### config.mk
export PLATFORM = sky130hd
export DESIGN_NAME = vga_text_fetch_arbiter_flat
export DESIGN_NICKNAME = d
export VERILOG_FILES = /design/src/rtl/vga_text_fetch_arbiter_pkg.sv /design/src/rtl/vga_text_fetch_arbiter_if.sv /design/src/rtl/vga_text_fetch_arbiter_slot_gen.sv /design/src/rtl/vga_text_fetch_arbiter.sv /design/src/flat_wrapper.sv
export SDC_FILE = /design/constraint.sdc
export NUM_CORES = 1
export LEC_CHECK = 0
export CORE_ASPECT_RATIO = 1.75
export CORE_MARGIN = 10
export CORE_UTILIZATION = 47
export DETAILED_ROUTE_END_ITERATION = 10
export GPL_TIMING_DRIVEN = 0
export PLACE_DENSITY = 0.89
export SLEW_MARGIN = 5
export SYNTH_ARGS = -nofsm -noshare
export SYNTH_HDL_FRONTEND = slang
export SYNTH_SLANG_ARGS = --single-unit
### constraint.sdc
create_clock -name clk -period 4.5 [get_ports clk]
set_input_delay 0.9 -clock clk [delete_from_list [all_inputs] [get_ports clk]]
set_output_delay 0.9 -clock clk [all_outputs]
set_load 0.02 [all_outputs]
### src/rtl/vga_text_fetch_arbiter_pkg.sv
// Shared definitions for the VGA text console: CPU port FSM encoding and
// the character-grid / horizontal-vertical timing constants used with vga_timing_cc.
package vga_text_fetch_arbiter_pkg;

    typedef enum logic [1:0] {
        ST_IDLE    = 2'd0,
        ST_WR_ACK  = 2'd1,
        ST_RD_WAIT = 2'd2,
        ST_RD_ACK  = 2'd3
    } cpu_state_t;

    localparam int DEF_COLS = 32;
    localparam int DEF_ROWS = 16;
    // x_hi wraps after column LINE_PF_HI, so its prefetch lands in column 0.
    localparam int H_NEXT   = 41;
    localparam int V_NEXT   = 17;

endpackage

### src/rtl/vga_text_fetch_arbiter_if.sv
// CPU access bus into the text-buffer arbiter: request/ack handshake plus
// address, write data and read data.
interface vga_text_fetch_arbiter_if #(
    parameter int ADDR_W = 9,
    parameter int DATA_W = 8
);
    logic              cpu_req;
    logic              cpu_we;
    logic [ADDR_W-1:0] cpu_addr;
    logic [DATA_W-1:0] cpu_wdata;
    logic              cpu_ack;
    logic [DATA_W-1:0] cpu_rdata;

    modport master (
        output cpu_req, cpu_we, cpu_addr, cpu_wdata,
        input  cpu_ack, cpu_rdata
    );

    modport slave (
        input  cpu_req, cpu_we, cpu_addr, cpu_wdata,
        output cpu_ack, cpu_rdata
    );
endinterface

### src/rtl/vga_text_fetch_arbiter_slot_gen.sv
// Decodes the timing counters into the display fetch decision, capture and
// column-transfer strobes, and the text-buffer address of the next cell.
module vga_text_fetch_arbiter_slot_gen #(
    parameter int COLS       = 32,
    parameter int ROWS       = 16,
    parameter int ADDR_W     = 9,
    parameter int FETCH_SLOT = 28,
    parameter int LINE_PF_HI = 40
) (
    input  logic [5:0]        x_hi,
    input  logic [4:0]        x_lo,
    input  logic [4:0]        y_hi,
    output logic              disp_decide,
    output logic              disp_capture,
    output logic              col_transfer,
    output logic [ADDR_W-1:0] disp_addr
);
    logic [6:0]        x_next;
    logic              next_in_row;
    logic              line_pf;
    logic              row_vis;
    logic              fetch;
    logic [ADDR_W-1:0] row_base;

    always_comb begin
        x_next       = {1'b0, x_hi} + 7'd1;
        next_in_row  = x_next < 7'(COLS);
        line_pf      = x_hi == 6'(LINE_PF_HI);
        row_vis      = {1'b0, y_hi} < 6'(ROWS);
        fetch        = row_vis && (next_in_row || line_pf);
        row_base     = ADDR_W'(y_hi) * ADDR_W'(COLS);
        // The in-row target takes precedence; the line prefetch always reads column 0.
        disp_addr    = row_base + (next_in_row ? ADDR_W'(x_next) : '0);
        disp_decide  = fetch && (x_lo == 5'(FETCH_SLOT - 1));
        disp_capture = fetch && (x_lo == 5'(FETCH_SLOT + 1));
        col_transfer = x_lo == 5'd31;
    end
endmodule

### src/rtl/vga_text_fetch_arbiter.sv
// Shares the single-port text RAM between the per-column display prefetch
// and CPU accesses; the display slot always wins the port.
module vga_text_fetch_arbiter
    import vga_text_fetch_arbiter_pkg::*;
#(
    parameter int COLS       = DEF_COLS,
    parameter int ROWS       = DEF_ROWS,
    parameter int ADDR_W     = 9,
    parameter int DATA_W     = 8,
    parameter int FETCH_SLOT = 28,
    parameter int LINE_PF_HI = 40
) (
    input  logic                     clk,
    input  logic                     rst_n,
    input  logic [5:0]               x_hi,
    input  logic [4:0]               x_lo,
    input  logic [4:0]               y_hi,
    vga_text_fetch_arbiter_if.slave  cpu,
    output logic                     ram_en,
    output logic                     ram_we,
    output logic [ADDR_W-1:0]        ram_addr,
    output logic [DATA_W-1:0]        ram_wdata,
    input  logic [DATA_W-1:0]        ram_rdata,
    output logic [DATA_W-1:0]        char_code,
    output logic                     char_valid
);
    cpu_state_t        state;
    logic              rd_vld_p1;
    logic [DATA_W-1:0] pf_code;
    logic              pf_valid;
    logic              disp_decide;
    logic              disp_capture;
    logic              col_transfer;
    logic [ADDR_W-1:0] disp_addr;
    logic              cpu_take;

    vga_text_fetch_arbiter_slot_gen #(
        .COLS       (COLS),
        .ROWS       (ROWS),
        .ADDR_W     (ADDR_W),
        .FETCH_SLOT (FETCH_SLOT),
        .LINE_PF_HI (LINE_PF_HI)
    ) u_slot_gen (
        .x_hi         (x_hi),
        .x_lo         (x_lo),
        .y_hi         (y_hi),
        .disp_decide  (disp_decide),
        .disp_capture (disp_capture),
        .col_transfer (col_transfer),
        .disp_addr    (disp_addr)
    );

    assign cpu_take = (state == ST_IDLE) && cpu.cpu_req && !disp_decide;

    always_ff @(posedge clk or negedge rst_n) begin
        if (!rst_n) begin
            state         <= ST_IDLE;
            rd_vld_p1     <= 1'b0;
            ram_en        <= 1'b0;
            ram_we        <= 1'b0;
            ram_addr      <= '0;
            ram_wdata     <= '0;
            cpu.cpu_ack   <= 1'b0;
            cpu.cpu_rdata <= '0;
        end else begin
            // Port mux: registered here, on the RAM pins next cycle.
            if (disp_decide) begin
                ram_en   <= 1'b1;
                ram_we   <= 1'b0;
                ram_addr <= disp_addr;
            end else if (cpu_take) begin
                ram_en    <= 1'b1;
                ram_we    <= cpu.cpu_we;
                ram_addr  <= cpu.cpu_addr;
                ram_wdata <= cpu.cpu_wdata;
            end else begin
                ram_en <= 1'b0;
                ram_we <= 1'b0;
            end

            case (state)
                ST_IDLE: begin
                    cpu.cpu_ack <= 1'b0;
                    if (cpu_take) begin
                        rd_vld_p1   <= 1'b0;
                        cpu.cpu_ack <= cpu.cpu_we;
                        state       <= cpu.cpu_we ? ST_WR_ACK : ST_RD_WAIT;
                    end
                end
                ST_WR_ACK: begin
                    cpu.cpu_ack <= 1'b0;
                    state       <= ST_IDLE;
                end
                ST_RD_WAIT: begin
                    // First RD_WAIT cycle has the address on the port; data returns in the second.
                    if (rd_vld_p1) begin
                        cpu.cpu_rdata <= ram_rdata;
                        cpu.cpu_ack   <= 1'b1;
                        rd_vld_p1     <= 1'b0;
                        state         <= ST_RD_ACK;
                    end else begin
                        rd_vld_p1 <= 1'b1;
                    end
                end
                ST_RD_ACK: begin
                    cpu.cpu_ack <= 1'b0;
                    state       <= ST_IDLE;
                end
                default: state <= ST_IDLE;
            endcase
        end
    end

    always_ff @(posedge clk or negedge rst_n) begin
        if (!rst_n) begin
            pf_code    <= '0;
            pf_valid   <= 1'b0;
            char_code  <= '0;
            char_valid <= 1'b0;
        end else begin
            // Column boundary: the prefetched cell becomes the displayed cell.
            if (col_transfer) begin
                char_code  <= pf_code;
                char_valid <= pf_valid;
                pf_valid   <= 1'b0;
            end else if (disp_capture) begin
                pf_code  <= ram_rdata;
                pf_valid <= 1'b1;
            end
        end
    end
endmodule

### src/flat_wrapper.sv
// flat-port wrapper written by rule: the top's interface ports become plain ports
module vga_text_fetch_arbiter_flat import vga_text_fetch_arbiter_pkg::*;
#(
    parameter int COLS       = DEF_COLS,
    parameter int ROWS       = DEF_ROWS,
    parameter int ADDR_W     = 9,
    parameter int DATA_W     = 8,
    parameter int FETCH_SLOT = 28,
    parameter int LINE_PF_HI = 40
)
  (clk, rst_n, x_hi, x_lo, y_hi, ram_en, ram_we, ram_addr, ram_wdata, ram_rdata, char_code, char_valid, cpu_cpu_req, cpu_cpu_we, cpu_cpu_addr, cpu_cpu_wdata, cpu_cpu_ack, cpu_cpu_rdata);
  vga_text_fetch_arbiter_if #(.ADDR_W(ADDR_W), .DATA_W(DATA_W)) cpu_i ();
  input  logic clk;
  input  logic rst_n;
  input  logic [5:0] x_hi;
  input  logic [4:0] x_lo;
  input  logic [4:0] y_hi;
  output logic ram_en;
  output logic ram_we;
  output logic [ADDR_W-1:0] ram_addr;
  output logic [DATA_W-1:0] ram_wdata;
  input  logic [DATA_W-1:0] ram_rdata;
  output logic [DATA_W-1:0] char_code;
  output logic char_valid;
  input wire logic [$bits(cpu_i.cpu_req)-1:0] cpu_cpu_req;
  input wire logic [$bits(cpu_i.cpu_we)-1:0] cpu_cpu_we;
  input wire logic [$bits(cpu_i.cpu_addr)-1:0] cpu_cpu_addr;
  input wire logic [$bits(cpu_i.cpu_wdata)-1:0] cpu_cpu_wdata;
  output wire logic [$bits(cpu_i.cpu_ack)-1:0] cpu_cpu_ack;
  output wire logic [$bits(cpu_i.cpu_rdata)-1:0] cpu_cpu_rdata;
  assign cpu_i.cpu_req = cpu_cpu_req;
  assign cpu_i.cpu_we = cpu_cpu_we;
  assign cpu_i.cpu_addr = cpu_cpu_addr;
  assign cpu_i.cpu_wdata = cpu_cpu_wdata;
  assign cpu_cpu_ack = cpu_i.cpu_ack;
  assign cpu_cpu_rdata = cpu_i.cpu_rdata;
  vga_text_fetch_arbiter #(.COLS(COLS), .ROWS(ROWS), .ADDR_W(ADDR_W), .DATA_W(DATA_W), .FETCH_SLOT(FETCH_SLOT), .LINE_PF_HI(LINE_PF_HI)) u_core (.clk(clk), .rst_n(rst_n), .x_hi(x_hi), .x_lo(x_lo), .y_hi(y_hi), .cpu(cpu_i), .ram_en(ram_en), .ram_we(ram_we), .ram_addr(ram_addr), .ram_wdata(ram_wdata), .ram_rdata(ram_rdata), .char_code(char_code), .char_valid(char_valid));
endmodule
==> results by group, run 1 <==
Clocking
  – CTS tree: built
  – Clock sink count: 49
  – Root buffer cell: clkbuf_8
  – Clock Path Buffers: 2
  – Clk Latency, worst-skew pair: 0.30 ns
  – H-tree levels: 2
  – Post-cts gate resize count: 0
  – Hold Buf Count CTS: 0
  – Postcts setup bufs: 0
  – TritonCTS Buffers: 5
  – Clk slew on worst S/H paths: 0.09 ns

Critical path
  – Crit path max-delay family: simple AND/OR/NAND/NOR gates
  – Critical path arrival: 3.45 ns
  – Worst Reg-to-Reg Cells: 4
  – Worst Path Required: between 4 and 5 ns
  – Critical path buffer and inverter count: 1
  – Worst-path fanout max: 9
  – CP peak stage delay: 0.53 ns
  – FF-to-FF setup slack: 2.45 ns
  – CP max stage cell: nor4_4
  – Worst path cell trace: clkdlybuf4s50_1 > ha_1 > nand2b_1 > or3_4 > a31o_2 > nor4_4 > mux2_2
  – Crit start category: input pin
  – Crit path kind: input pin to flip-flop
  – CP Depth: 7
  – CP Capture Type: flip-flop

Drt
  – Met2 wire length: 3070 µm
  – Post-route DRC: 0
  – Routed vias: 1651
  – WL/cell: 17.3 µm
  – DRT Pass-1 Iters: 4
  – Avg Vias per Cell: 5.21
  – Post-DRT Antenna Nets: 0
  – Metal1 wirelength: 1970 µm
  – First DRT Iteration DRCs: 67
  – Final wirelength: 5500 µm
  – DR WL met3: approximately 380 µm
  – Top sig layer: met4

STA
  – Fmax achieved: 306 MHz
  – Clk_skew: approximately 0.0073 ns
  – Post-layout minimum cycle time: around 3.3 ns
  – RSZ-0062 raised after global routing: false
  – Slew Limit Fails: 0
  – Relative slew margins: 47.8%
  – Final setup vio count: 0
  – Worst-margin pin slew: 0.780 ns
  – Setup TNS: 0 ns
  – Tcrit/Tclk final: 72.6%
  – Final hold viol count: 0

Logic synthesis
  – Count of different cell masters after synthesis: 31
  – Seq cells post-synth: 49
  – Post-Syn Area: 2190 µm²
  – Mapped Cells: about 180
  – Yosys warnings: 0
  – Primary FF master, synth: dfrtp_1
  – Sequential-to-total area share from yosys stat: 55.9%
  – Post-synth EDFFs: 0
  – Async SR Flop Fraction: 100%
  – Syn avg cell area: 12.5 µm²

Floorplanning
  – Full die area: 7910 µm²
  – Die Span Y: 110 µm
  – Core ar.: 4480 µm²
  – Row count: 32
  – Starting Density: 48.9%
  – Top Ports: ~80
  – Die Width: 71.6 µm

Global routing
  – Total gr overflow: 0
  – Largest net degree at the start of global routing: 34
  – First-pass GRT wire length: 9000 µm
  – Vias in the first global route: 1789
  – Initial antenna violation count: 0
  – Total GRT Usage: 14.2%

Final layout
  – Share of layout cells above drive strength 1: 18.4%
  – # fillers: 342
  – Register area: 1230 µm²
  – Multi-input gate area: 940 µm²
  – Synth-to-Final Area Change: 45.9%
  – Inserted Diodes: 0
  – Nets: 315
  – Finished Core Util: 71.3%

Power
  – Maximum vdd drop: 483 µV
  – LEAKAGE: 0.00137 µW
  – Pwr Density: 556 nW/µm²

Placement
  – HPWL Detailed: ~4400 µm
  – Final GP Congestion: 0.837
  – # port buffers: a little over 80

Hold path
  – Hold Crit Class: input pin to async pin

Run status
  – Outcome: finished clean

Run
  – Max_cap viols: 0
-- worst reg2reg max path, stage by stage (launching register included) --
cell and delay (ns):
dfrtp_1 0.41, nor3b_1 0.60, clkbuf_1 0.57, mux2i_1 0.25, o21ai_0 0.09
-- cells in the final DEF (no fill, tap or decap), drive strengths merged, types with 2 or more instances in the layout --
cell type and n:
clkbuf 8, dfrtp 49, a211oi 2, nand3 5, mux2i 7, a21oi 3, buf 3, clkdlybuf4s50 80
inv 5, nor2 7, mux2 33, a31oi 2, nand2b 4, nor2b 5, nand2 14, o21bai 2
o21ai 14, xnor2 2, ha 4, conb 3
-- state kept, by name (all words and copies together) (netlist names), 2 cells and up --
name and flops:
u_core.state 2, u_core.pf_code 8, u_core.cpu.cpu_rdata 8, u_core.ram_addr 9
u_core.char_code 8, u_core.ram_wdata 8
-- per-stage QoR --
stage | worst slack [ns] | cells | power, µW | instance area [µm²] | hold slack [ns]
final | 1.23 | 317 | 1780 | 3200 | 0.511
after global routing | 1.09 | 317 | 1890 | 3200 | 0.522
after CTS | 1.23 | 317 | 1800 | 3200 | 0.511
after detailed placement | 0.898 | 309 | 1490 | 3090 | 0.492
after global placement | 0.916 | 308 | 1460 | 3070 | 0.484
after floorplan | 1.70 | 176 | 1080 | 2200 | 0.473
-- cells by family (layout without fill, tap and decap cells) --
family                   Yosys count  after routing  share of synthesized area [%]
buffers and inverters              8             98                           1.43
AO/OA/AOI/OAI                     26             26                           6.96
multiplexers                      40             40                           20.1
flip-flops                        49             49                           55.9
XOR/XNOR                           3              3                           1.20
AND/OR/NAND/NOR                   42             42                           10.8
adder cells (fa/ha/maj)            5              5                           3.19
other                              2              3                          0.342
-- synthesized netlist by cell type (3+ instances only) --
cell      count  area [µm²]
mux2i_1       7        70.1
nor2_1        7        26.3
nand2_1      14        52.6
dfrtp_1      49        1230
ha_1          4        50.1
nand3_1       5        25.0
nand2b_1      4        25.0
a21oi_1       3        15.0
mux2_2       33         372
nor2b_1       5        31.3
inv_1         4        15.0
clkbuf_1      3        11.3
o21ai_0      14        70.1
-- worst paths after layout --
| path | start | to |
|---|---|---|
| setup / recovery | x_hi[0] | u_core.pf_code[7] |
| hold / removal | rst_n | u_core.ram_wdata[2] |
| setup reg to reg | u_core.state[0] | u_core.ram_addr[0] |
| hold reg to reg | u_core.ram_wdata[7] | u_core.ram_wdata[7] |
| max in group asynchronous | rst_n | u_core.pf_code[1] |
| min in group clk | u_core.ram_wdata[7] | u_core.ram_wdata[7] |
-- per-layer routing --
metal	vias up	GRT usage, %
met5	-	0
met4	0	5.28
met3	7	4.83
met2	56	25.9
met1	794	14.6
li1	794	-
-- where the power goes --
part           switching (µW)  leakage, µW  internal [µW]
Sequential               77.6     0.000612            599
Combinational             371     0.000698            415
Clock                     149    0.0000585            167
Total                     597      0.00137           1180
-- area by class of cell --
| class | instances | area share, % |
|---|---|---|
| tap | 51 | 1.99 |
| sequential | 49 | 38.3 |
| clock inverter | 3 | 1.37 |
| timing repair buffer | 82 | 25.8 |
| buffer | 4 | 0.508 |
| clock buffer | 5 | 2.15 |
| multi-input combinational | 119 | 29.4 |
| inverter | 4 | 0.469 |
No activity file was read; power rests on OpenSTA's default activity.
==> run 2: changes to the inputs <==
--- a/config.mk
+++ b/config.mk
@@ -7,10 +7,10 @@
 export LEC_CHECK = 0
 export CORE_ASPECT_RATIO = 1.75
 export CORE_MARGIN = 10
-export CORE_UTILIZATION = 47
+export CORE_UTILIZATION = 44
 export DETAILED_ROUTE_END_ITERATION = 10
 export GPL_TIMING_DRIVEN = 0
-export PLACE_DENSITY = 0.89
+export PLACE_DENSITY = 0.85
 export SLEW_MARGIN = 5
 export SYNTH_ARGS = -nofsm -noshare
 export SYNTH_HDL_FRONTEND = slang
==> constraint.sdc (replaced) <==
create_clock -name clk -period 3.1 [get_ports clk]
set_input_delay 0.62 -clock clk [delete_from_list [all_inputs] [get_ports clk]]
set_output_delay 0.62 -clock clk [all_outputs]
set_load 0.02 [all_outputs]
==> run 2 against run 1 <==
Flip-flop and latch count stayed put. Global-route usage shrank 1.7 points. Utilization shrank 6.3 points. Critical path depth unchanged. Non-clock buffer count unchanged. Routed wire length fell by 7.0%. First-iteration DRC count fell by 30%. Cell area decreased by 0.59%.
==> results by group, run 2 (synthesis results as in run 1) <==
Floorplanning
  – Row count: 34
  – Die Width: 73.4 µm
  – Starting Density: 44.8%
  – Top Ports: 82
  – Core ar.: roughly 5000 µm²
  – Die Span Y: between 100 and 150 µm
  – Full die area: 8320 µm²

Drt
  – WL/cell: 16.0 µm
  – Avg Vias per Cell: 5.08
  – Routed vias: ~1600
  – Post-DRT Antenna Nets: 0
  – First DRT Iteration DRCs: between 40 and 50
  – DRT Pass-1 Iters: 4
  – Final wirelength: 5110 µm
  – Post-route DRC: 0

Placement
  – Placement Setup Slack: -0.257 ns
  – Final GP Congestion: 0.782
  – HPWL Detailed: 4150 µm
  – # port buffers: between 80 and 90

Power
  – Sequential share of power: ~40%
  – Combinational Power Share: 45.7%
  – Sw Ratio: 34.4%
  – Maximum vdd drop: 605 µV
  – Cell internal pwr: 1630 µW
  – Pwr Density: 782 nW/µm²
  – LEAKAGE: 0.00135 µW
  – Clock network power share: between 10% and 20%
  – Net Sw Power: 856 µW

Critical path
  – Critical path arrival: 3.19 ns
  – Crit start category: input pin
  – Worst path cell trace: clkdlybuf4s50_1 > ha_1 > nand2b_1 > or3_4 > a31o_2 > nor4_4 > mux2_2
  – CP Capture Type: flip-flop
  – Worst-path fanout max: 9
  – Reg2Reg Capture Point: u_core.ram_addr[5]
  – CP max stage cell: nor4_4
  – Critical path buffer and inverter count: 1
  – Reg-to-Reg Start: u_core.state[0]
  – Crit path max-delay family: simple AND/OR/NAND/NOR gates
  – CP peak stage delay: 0.56 ns
  – FF-to-FF setup slack: 1.03 ns
  – Worst Path Required: 3.29 ns
  – Worst Reg-to-Reg Cells: 4
  – Crit path kind: input pin to flip-flop
  – CP Depth: 7

Global routing
  – Total gr overflow: 0
  – Total GRT Usage: about an eighth
  – Initial antenna violation count: 0
  – First-pass GRT wire length: between 8000 and 9000 µm
  – Vias in the first global route: 1766
  – Largest net degree at the start of global routing: 33

Clocking
  – Clk slew on worst S/H paths: approximately 0.090 ns
  – H-tree levels: 2
  – CTS tree: built
  – Root buffer cell: clkbuf_8
  – Post-cts gate resize count: 0
  – TritonCTS Buffers: 5
  – Clock Path Buffers: 2
  – Hold Buf Count CTS: 0
  – Clock sink count: 49
  – Clk Latency, worst-skew pair: 0.29 ns
  – Postcts setup bufs: 0

Final layout
  – Share of layout cells above drive strength 1: 18.4%
  – Most common cell after layout, fill and taps aside: clkdlybuf4s50_1
  – Largest register FFs: 9
  – Inserted Diodes: 0
  – # fillers: 370
  – Synth-to-Final Area Change: 45.0%
  – Nets: 315
  – Biggest register: u_core.ram_addr
  – Commonest cells after routing, fill and taps aside: clkdlybuf4s50_1, dfrtp_1, mux2_2

STA
  – Worst hold-check slack: 0.241 ns
  – Slew Limit Fails: 0
  – Clk_skew: ~0.0048 ns
  – Fmax achieved: ~330 MHz
  – Relative slew margins: 49.6%
  – Final setup vio count: 0
  – RSZ-0062 raised after global routing: false
  – Worst Slack Setup Final: 0.0951 ns
  – Tcrit/Tclk final: 96.9%
  – Post-layout minimum cycle time: ~3.0 ns
  – Final hold viol count: 0
  – Worst-margin pin slew: 0.754 ns

Hold path
  – Hold Crit Class: input pin to async pin

Run
  – Max_cap viols: 0

Run status
  – Outcome: finished clean
## run 2: power groups by stage
stage,combinational (µW),clock (µW),sequential (µW)
6_report,1140,373,978
2_1_floorplan,345,0,1230
5_1_grt,1220,414,1010
3_3_place_gp,1140,0,981
4_1_cts,1160,392,979
3_5_place_dp,1150,0,992
## run 2: cell type report
type / count / area (µm²) / area share, %
flip-flops and latches: 49 / 1230 / 38.6
multi-input cells: 119 / 940 / 29.5
repair buffers: 82 / 826 / 26.0
clock buffers: 5 / 68.8 / 2.16
well taps: 54 / 67.6 / 2.12
clock inverters: 3 / 21.3 / 0.669
plain buffers: 4 / 16.3 / 0.511
inverters: 4 / 15.0 / 0.472
## run 2: how the worst max path moves through the flow
stage | from | to | slack, ns
5_1_grt | x_hi[0] | u_core.pf_code[5] | 0.002
2_1_floorplan | x_hi[0] | u_core.pf_code[0] | 0.58
3_3_place_gp | x_hi[0] | u_core.pf_code[6] | -0.23
6_report | x_hi[0] | u_core.pf_code[1] | 0.1
4_1_cts | x_hi[0] | u_core.pf_code[5] | 0.08
3_5_place_dp | x_hi[0] | u_core.pf_code[1] | -0.26
## run 2: worst reg2reg max path: cells and delay by family, from the launching register on
kind / cells / cell delay, ns
mux: 1 / 0.26
simple gates: 1 / 0.62
compound gates: 1 / 0.09
flops: 1 / 0.41
buf+inv: 1 / 0.57
## run 2: layer usage
layer | track usage [%] | share of wire (%) | vias to the layer above
met5 | 0 | 0 | -
met4 | 4.12 | 0.63 | 0
met3 | 4.70 | 8.0 | 2
met2 | 22.3 | 54 | 48
met1 | 12.9 | 37 | 779
li1 | - | - | 796
## run 2: metrics by stage
| stage | TNS (ns) | instances | power [µW] | cell area, µm² | util, % |
|---|---|---|---|---|---|
| after floorplan | 0 | 176 | 1570 | 2200 | - |
| after global placement | -2.68 | 311 | 2120 | 3080 | 62.9 |
| after detailed placement | -3.03 | 312 | 2150 | 3090 | 63.2 |
| after CTS | 0 | 320 | 2530 | 3180 | 65.0 |
| after global routing | 0 | 320 | 2650 | 3180 | 65.0 |
| final | 0 | 320 | 2490 | 3180 | 65.0 |
